--- src/rtl/alu_pkg.sv ---
// alu_pkg
//   Shared definitions for the ALU issue stage and the ALU it feeds.
//   - ALU_W        : native operand width of the ALU
//   - alu_sel_t    : 2-bit operation select
//   - ALU_AND/ADD/SUB/CMP : select encodings
//   - alu_req_t    : one operation request {sel, a, b} at the native width
package alu_pkg;

    localparam int ALU_W = 4;

    typedef logic [1:0] alu_sel_t;

    localparam alu_sel_t ALU_AND = 2'b00;
    localparam alu_sel_t ALU_ADD = 2'b01;
    localparam alu_sel_t ALU_SUB = 2'b10;
    localparam alu_sel_t ALU_CMP = 2'b11;

    typedef struct packed {
        alu_sel_t           sel;
        logic [ALU_W-1:0]   a;
        logic [ALU_W-1:0]   b;
    } alu_req_t;

endpackage

--- src/rtl/alu_issue_queue_if.sv ---
// alu_issue_queue_if
//   Request and result handshakes of the ALU issue stage.
//   Request side : in_valid, in_ready, in_sel, in_a, in_b
//   Result side  : out_valid, out_ready, out_result, out_cb, out_sel
//   modport master : the producer/consumer around the issue stage
//   modport slave  : the issue stage itself
interface alu_issue_queue_if #(
    parameter int WIDTH = 4
);
    logic                   in_valid;
    logic                   in_ready;
    alu_pkg::alu_sel_t      in_sel;
    logic [WIDTH-1:0]       in_a;
    logic [WIDTH-1:0]       in_b;

    logic                   out_valid;
    logic                   out_ready;
    logic [WIDTH-1:0]       out_result;
    logic                   out_cb;
    alu_pkg::alu_sel_t      out_sel;

    modport master (
        output in_valid, in_sel, in_a, in_b, out_ready,
        input  in_ready, out_valid, out_result, out_cb, out_sel
    );

    modport slave (
        input  in_valid, in_sel, in_a, in_b, out_ready,
        output in_ready, out_valid, out_result, out_cb, out_sel
    );
endinterface

--- src/rtl/alu_req_fifo.sv ---
// alu_req_fifo
//   Synchronous FIFO with asynchronous active-high reset.
//   clk, rst : clock, async reset (pointers and count only; storage is not reset)
//   push     : write wdata; ignored while full
//   pop      : advance the head; ignored while empty
//   rdata    : current head entry (valid while !empty)
//   full, empty, count : occupancy, derived from count
module alu_req_fifo #(
    parameter int DEPTH  = 4,
    parameter int DATA_W = 10
) (
    input  logic                        clk,
    input  logic                        rst,
    input  logic                        push,
    input  logic [DATA_W-1:0]           wdata,
    input  logic                        pop,
    output logic [DATA_W-1:0]           rdata,
    output logic                        full,
    output logic                        empty,
    output logic [$clog2(DEPTH+1)-1:0]  count
);
    localparam int PTR_W = $clog2(DEPTH);
    localparam int CNT_W = $clog2(DEPTH+1);

    logic [DATA_W-1:0] mem [DEPTH];
    logic [PTR_W-1:0]  wr_ptr;
    logic [PTR_W-1:0]  rd_ptr;
    logic              push_ok;
    logic              pop_ok;

    assign full    = (count == CNT_W'(DEPTH));
    assign empty   = (count == '0);
    // A push is refused at full even if a pop frees a slot in the same cycle,
    // so the ready seen upstream depends on registered state only.
    assign push_ok = push && !full;
    assign pop_ok  = pop && !empty;
    assign rdata   = mem[rd_ptr];

    always_ff @(posedge clk or posedge rst) begin
        if (rst) begin
            wr_ptr <= '0;
            rd_ptr <= '0;
            count  <= '0;
        end else begin
            if (push_ok) wr_ptr <= wr_ptr + PTR_W'(1);
            if (pop_ok)  rd_ptr <= rd_ptr + PTR_W'(1);
            case ({push_ok, pop_ok})
                2'b10:   count <= count + CNT_W'(1);
                2'b01:   count <= count - CNT_W'(1);
                default: ;
            endcase
        end
    end

    always_ff @(posedge clk) begin
        if (push_ok) mem[wr_ptr] <= wdata;
    end
endmodule

--- src/rtl/alu_issue_queue.sv ---
// alu_issue_queue
//   Issue stage in front of a combinational ALU: FIFO -> issue register
//   (drives S/A/B) -> result register (captures the ALU output one cycle later).
//   clk, rst      : clock, async active-high reset
//   bus (slave)   : request handshake in, result handshake out
//   S, A, B       : registered ALU select/operands
//   alu_out/alu_cb: ALU result and carry/borrow fed back
//   count         : FIFO occupancy
module alu_issue_queue import alu_pkg::*; #(
    parameter int DEPTH = 4,
    parameter int WIDTH = 4
) (
    input  logic                        clk,
    input  logic                        rst,
    alu_issue_queue_if.slave            bus,
    output alu_sel_t                    S,
    output logic [WIDTH-1:0]            A,
    output logic [WIDTH-1:0]            B,
    input  logic [WIDTH-1:0]            alu_out,
    input  logic                        alu_cb,
    output logic [$clog2(DEPTH+1)-1:0]  count
);
    localparam int REQ_W = 2 + 2*WIDTH;

    logic               fifo_full;
    logic               fifo_empty;
    logic [REQ_W-1:0]   head;
    logic               pop;
    logic               iss_v;
    logic               res_adv;
    logic               iss_adv;

    logic               res_v;
    logic [WIDTH-1:0]   res_data;
    logic               res_cb;
    alu_sel_t           res_sel;

    assign bus.in_ready   = !fifo_full;
    assign bus.out_valid  = res_v;
    assign bus.out_result = res_data;
    assign bus.out_cb     = res_cb;
    assign bus.out_sel    = res_sel;

    // Backpressure ripples back one stage at a time; an empty slot always advances.
    assign res_adv = !res_v || bus.out_ready;
    assign iss_adv = !iss_v || res_adv;
    assign pop     = iss_adv && !fifo_empty;

    alu_req_fifo #(
        .DEPTH  (DEPTH),
        .DATA_W (REQ_W)
    ) u_fifo (
        .clk   (clk),
        .rst   (rst),
        .push  (bus.in_valid),
        .wdata ({bus.in_sel, bus.in_a, bus.in_b}),
        .pop   (pop),
        .rdata (head),
        .full  (fifo_full),
        .empty (fifo_empty),
        .count (count)
    );

    // Issue stage: S/A/B hold their last values when nothing is issued,
    // keeping the ALU inputs quiet.
    always_ff @(posedge clk or posedge rst) begin
        if (rst) begin
            iss_v <= 1'b0;
            S     <= '0;
            A     <= '0;
            B     <= '0;
        end else if (iss_adv) begin
            if (!fifo_empty) begin
                iss_v     <= 1'b1;
                {S, A, B} <= head;
            end else begin
                iss_v <= 1'b0;
            end
        end
    end

    // Result stage: ALU output sampled only for a valid issue; data fields
    // otherwise keep the previous result.
    always_ff @(posedge clk or posedge rst) begin
        if (rst) begin
            res_v    <= 1'b0;
            res_data <= '0;
            res_cb   <= 1'b0;
            res_sel  <= '0;
        end else if (res_adv) begin
            res_v <= iss_v;
            if (iss_v) begin
                res_data <= alu_out;
                res_cb   <= alu_cb;
                res_sel  <= S;
            end
        end
    end
endmodule

--- src/flat_wrapper.sv ---
// flat-port wrapper written by rule: the top's interface ports become plain ports
module alu_issue_queue_flat import alu_pkg::*;
#(
    parameter int DEPTH = 4,
    parameter int WIDTH = 4
)
  (clk, rst, S, A, B, alu_out, alu_cb, count, bus_in_valid, bus_in_sel, bus_in_a, bus_in_b, bus_out_ready, bus_in_ready, bus_out_valid, bus_out_result, bus_out_cb, bus_out_sel);
  alu_issue_queue_if #(.WIDTH(WIDTH)) bus_i ();
  input  logic clk;
  input  logic rst;
  output alu_sel_t S;
  output logic [WIDTH-1:0] A;
  output logic [WIDTH-1:0] B;
  input  logic [WIDTH-1:0] alu_out;
  input  logic alu_cb;
  output logic [$clog2(DEPTH+1)-1:0] count;
  input wire logic [$bits(bus_i.in_valid)-1:0] bus_in_valid;
  input wire logic [$bits(bus_i.in_sel)-1:0] bus_in_sel;
  input wire logic [$bits(bus_i.in_a)-1:0] bus_in_a;
  input wire logic [$bits(bus_i.in_b)-1:0] bus_in_b;
  input wire logic [$bits(bus_i.out_ready)-1:0] bus_out_ready;
  output wire logic [$bits(bus_i.in_ready)-1:0] bus_in_ready;
  output wire logic [$bits(bus_i.out_valid)-1:0] bus_out_valid;
  output wire logic [$bits(bus_i.out_result)-1:0] bus_out_result;
  output wire logic [$bits(bus_i.out_cb)-1:0] bus_out_cb;
  output wire logic [$bits(bus_i.out_sel)-1:0] bus_out_sel;
  assign bus_i.in_valid = bus_in_valid;
  assign bus_i.in_sel = bus_in_sel;
  assign bus_i.in_a = bus_in_a;
  assign bus_i.in_b = bus_in_b;
  assign bus_i.out_ready = bus_out_ready;
  assign bus_in_ready = bus_i.in_ready;
  assign bus_out_valid = bus_i.out_valid;
  assign bus_out_result = bus_i.out_result;
  assign bus_out_cb = bus_i.out_cb;
  assign bus_out_sel = bus_i.out_sel;
  alu_issue_queue #(.DEPTH(DEPTH), .WIDTH(WIDTH)) u_core (.clk(clk), .rst(rst), .bus(bus_i), .S(S), .A(A), .B(B), .alu_out(alu_out), .alu_cb(alu_cb), .count(count));
endmodule
--- config.mk ---
export PLATFORM = sky130hd
export DESIGN_NAME = alu_issue_queue_flat
export DESIGN_NICKNAME = d
export VERILOG_FILES = /design/src/rtl/alu_pkg.sv /design/src/rtl/alu_issue_queue_if.sv /design/src/rtl/alu_req_fifo.sv /design/src/rtl/alu_issue_queue.sv /design/src/flat_wrapper.sv
export SDC_FILE = /design/constraint.sdc
export NUM_CORES = 1
export LEC_CHECK = 0
export CELL_PAD_IN_SITES_DETAIL_PLACEMENT = 1
export CELL_PAD_IN_SITES_GLOBAL_PLACEMENT = 1
export CORE_MARGIN = 3
export CORE_UTILIZATION = 45
export DETAILED_ROUTE_END_ITERATION = 8
export PLACE_DENSITY_LB_ADDON = 0.15
export SETUP_SLACK_MARGIN = 0.1
export SYNTH_ARGS = -nofsm -noshare
export SYNTH_HDL_FRONTEND = slang
export SYNTH_SLANG_ARGS = --single-unit
--- constraint.sdc ---
create_clock -name clk -period 2.7 [get_ports clk]
set_input_delay 0.27 -clock clk [delete_from_list [all_inputs] [get_ports clk]]
set_output_delay 0.27 -clock clk [all_outputs]
set_load 0.01 [all_outputs]
==> impl_results.md <==
* Category of cells accounting for the largest share of critical-path delay: simple AND/OR/NAND/NOR gates
* Slew of the pin with the lowest slew margin at about 0.52 ns
* Outcome: finished clean
* Arrival time reported for the critical path endpoint at roughly 2.4 ns
* Largest fanout of any net on the critical path at 6
* Post-synth top cells: sky130_fd_sc_hd__edfxtp_1, sky130_fd_sc_hd__dfrtp_1, sky130_fd_sc_hd__mux2_2, sky130_fd_sc_hd__mux4_2, sky130_fd_sc_hd__ha_1
* Cell at the root of the clock tree: sky130_fd_sc_hd__clkbuf_8
* Vias in the first global route at between 1,500 and 2,000
* Cts bufs inserted at 9
* Cell with the most instances after synthesis: sky130_fd_sc_hd__edfxtp_1
* 1st-pass router iterations at 4
* Cells taking the most area after synthesis: sky130_fd_sc_hd__edfxtp_1, sky130_fd_sc_hd__dfrtp_1, sky130_fd_sc_hd__mux4_2
* Total of flip-flops plus latches after synthesis at 66
* Area occupied by multi-input gates at 682 µm²
* Ys flop type: sky130_fd_sc_hd__edfxtp_1
* Final global-route overflow total at 0
* Cell area power density at roughly 1100 nW/µm²
* Worst reg2reg startpoint: u_core.u_fifo.count[0]
* Sum Neg Setup Slack at 0 ns
* Critical path, cell by cell: or3b_4 > and2_4 > inv_1 > ha_1 > fa_1 > mux2_2
* # rows at 26
* GRT Overall Usage at between 10% and 20%
* Gpl congestion at about 0.70
* Full die area at 6650 µm²
* Share of flip-flops with an asynchronous set or reset at between 30% and 40%
* Total number of clock tree sinks at between 60 and 70
* DR vias/cell at between 5 and 6
* Count of inserted antenna diode cells at 0
* Endpoint type of the worst setup path: register
* Count of flip-flops with a built-in enable after synthesis at 40
* Number of warnings reported in the yosys synthesis log at 0
* Headroom to the max-slew limit at ~65%
* DRT antenna net count at 0
* Count of unresolved DRC violations after routing at 0
* Final setup fails at 0
* Clk pin slew, worst setup/hold paths at 0.07 ns
* Clock period minus worst slack at ~2.2 ns
* Share of the synthesized area in the top cell type at between 40% and 50%
* Sequential share of the synthesized area at 72.1%
* HPWL after detailed placement at between 3 and 4 mm
* Post-DP Area at just over 3000 µm²
* Number of nets in the layout at about 210
* Detail-routed net length per standard cell at about 20 µm
* Synthesized netlist net count at approximately 150
* Summed area of non-filler cells in the final layout at 3280 µm²
* Largest net degree at the start of global routing at 27
* Post-layout power at approximately 3.7 mW
* Highest cell delay on the worst timing path at around 0.46 ns
* Cells after Synth at about 130
* P&R area growth vs syn at 27.6%
* Clock tree from TritonCTS: yes
* Fill cell instance count of the final layout at about 480
* Area of the mapped netlist at 2570 µm²
* Peak supply drop at approximately 590 µV
* Largest area contributor in the netlist: sky130_fd_sc_hd__edfxtp_1
* Maxcap violations at 0
* Count of buffers inserted at the top-level ports at 40
* Worst path bufs/invs at 1
* Leakage power at between 1 and 1.5 nW
* Slew Viols, Final at 0
* Routed wire length at 5.00 mm
* Chip height at ~82 µm
* H-tree levels at 3
* FF-to-FF setup slack at about 0.5 ns
* Upper clock frequency limit at 457 MHz
* Fraction of final layout cells sized beyond drive strength 1 at approximately 29%
* Cell count after placement at about 240
* Largest clock skew in the final design at between 0.009 and 0.01 ns
* Total count of hold-check failures in the final report at 0
* Required time reported for the critical path endpoint at about 2.9 ns
* Number of cells on the worst reg-to-reg path at 6
* Classification of the worst setup path: register to register
* CTS Hold Buffers Added at 0
* Initial antenna violation count at 0
* Number of post-CTS setup repair buffers at 0
* Type of the tightest min-delay check: primary input to async pin
* Reg2reg end: u_core.u_fifo.count[1]
* Violation count after the first detailed-route iteration at 35
* CP max-delay cell: sky130_fd_sc_hd__dfrtp_1
* Core outline area at 5300 µm²
* Global-route wire length before repair at approximately 8.0 mm
* Cts repair resizes at 0
* Startpoint types: register
* Width of the chip at 81.6 µm
* Final period util at about four fifths
* Unrepaired setup endpoints after global routing: false
* Final standard cell count with taps included and fillers excluded at 255
* Largest buffer count on any clock path at 2
* Mean Syn Cell Area at 19.9 µm²
* Total I/O pin count at 41
* Clock insertion delay at the later pin of the skew report at between 0.3 and 0.4 ns
* Sequential standard cell area at between 1500 and 2000 µm²
* Via total after detailed routing at roughly 1,300
* Starting density of the core at between 40% and 50%
* Unique cell type count in the Yosys netlist at 21
==> registers in the layout (all words and copies together), names as in the netlist <==
signal,cells
u_core.A,4
u_core.B,4
u_core.S,2
u_core.bus.out_cb,1
u_core.bus.out_result,4
u_core.bus.out_sel,2
u_core.bus.out_valid,1
u_core.iss_v,1
u_core.u_fifo.count,3
u_core.u_fifo.mem,40
u_core.u_fifo.rd_ptr,2
u_core.u_fifo.wr_ptr,2
==> metrics by stage <==
step / setup slack, ns / hold WS [ns] / util (%)
floorplan: 0.587 / 0.310 / -
global placement: 0.606 / 0.470 / 57.7
detailed placement: 0.442 / 0.494 / 57.7
CTS: 0.499 / 0.307 / 61.8
global route: 0.424 / 0.360 / 61.8
finish: 0.511 / 0.312 / 61.8
==> worst min-delay path, delay by kind of cell <==
kind | cells | cell delay, ns
buf+inv | 3 | 0.78
==> where the power goes <==
group	total [mW]	switching [mW]	internal, mW
combinational	1.24	0.505	0.739
clock	0.903	0.360	0.542
sequential	1.60	0.204	1.39
total	3.74	1.07	2.67
==> cell usage in the layout (no fill, tap or decap), drive strengths merged <==
cell type / count
fa: 1
nand2b: 2
xor2: 2
clkdlybuf4s50: 40
clkinv: 1
mux4: 10
nand2: 2
nand3b: 2
nor3: 1
nor2: 1
dfrtp: 26
mux2: 19
clkbuf: 11
and2: 1
edfxtp: 40
or3b: 1
and3: 4
ha: 5
buf: 3
inv: 4
bufinv: 2
xnor2: 4
clkinvlp: 2
o31a: 1
==> worst max-delay path by stage <==
stage | startpoint | to | cells past startpoint
final | u_core.u_fifo.count[0] | u_core.u_fifo.count[1] | 6
after CTS | u_core.u_fifo.count[0] | u_core.u_fifo.count[1] | 6
after global routing | u_core.u_fifo.count[0] | u_core.u_fifo.count[1] | 6
after global placement | u_core.u_fifo.count[0] | u_core.u_fifo.count[1] | 6
after floorplan | u_core.u_fifo.count[0] | u_core.u_fifo.count[1] | 6
after detailed placement | bus_in_valid | u_core.u_fifo.count[2] | 8
==> area by class of cell <==
| cell class | count | share of cell area, % |
|---|---|---|
| multi-input cells | 56 | 20.8 |
| flip-flops and latches | 66 | 56.5 |
| clock buffers | 11 | 4.31 |
| well taps | 70 | 2.67 |
| clock inverters | 5 | 2.40 |
| inverters | 4 | 0.458 |
| repair buffers | 43 | 12.9 |
==> metal layers <==
| metal | share of wire, % | global-route usage [%] | vias to the layer above |
|---|---|---|---|
| met4 | 1.5 | 7.48 | 0 |
| li1 | - | - | 592 |
| met5 | 0 | 0 | - |
| met1 | 39 | 19.8 | 698 |
| met2 | 55 | 30.1 | 31 |
| met3 | 4.4 | 5.48 | 7 |
==> kinds of logic after synthesis <==
logic type      share of synthesized area [%]
flops                                    72.1
mux                                      17.2
simple gates                             3.65
buf+inv                                  1.41
xor+xnor                                 2.04
fa+ha+maj                                3.21
compound gates                          0.389
Note: power is estimated with default switching activity, not from simulation.
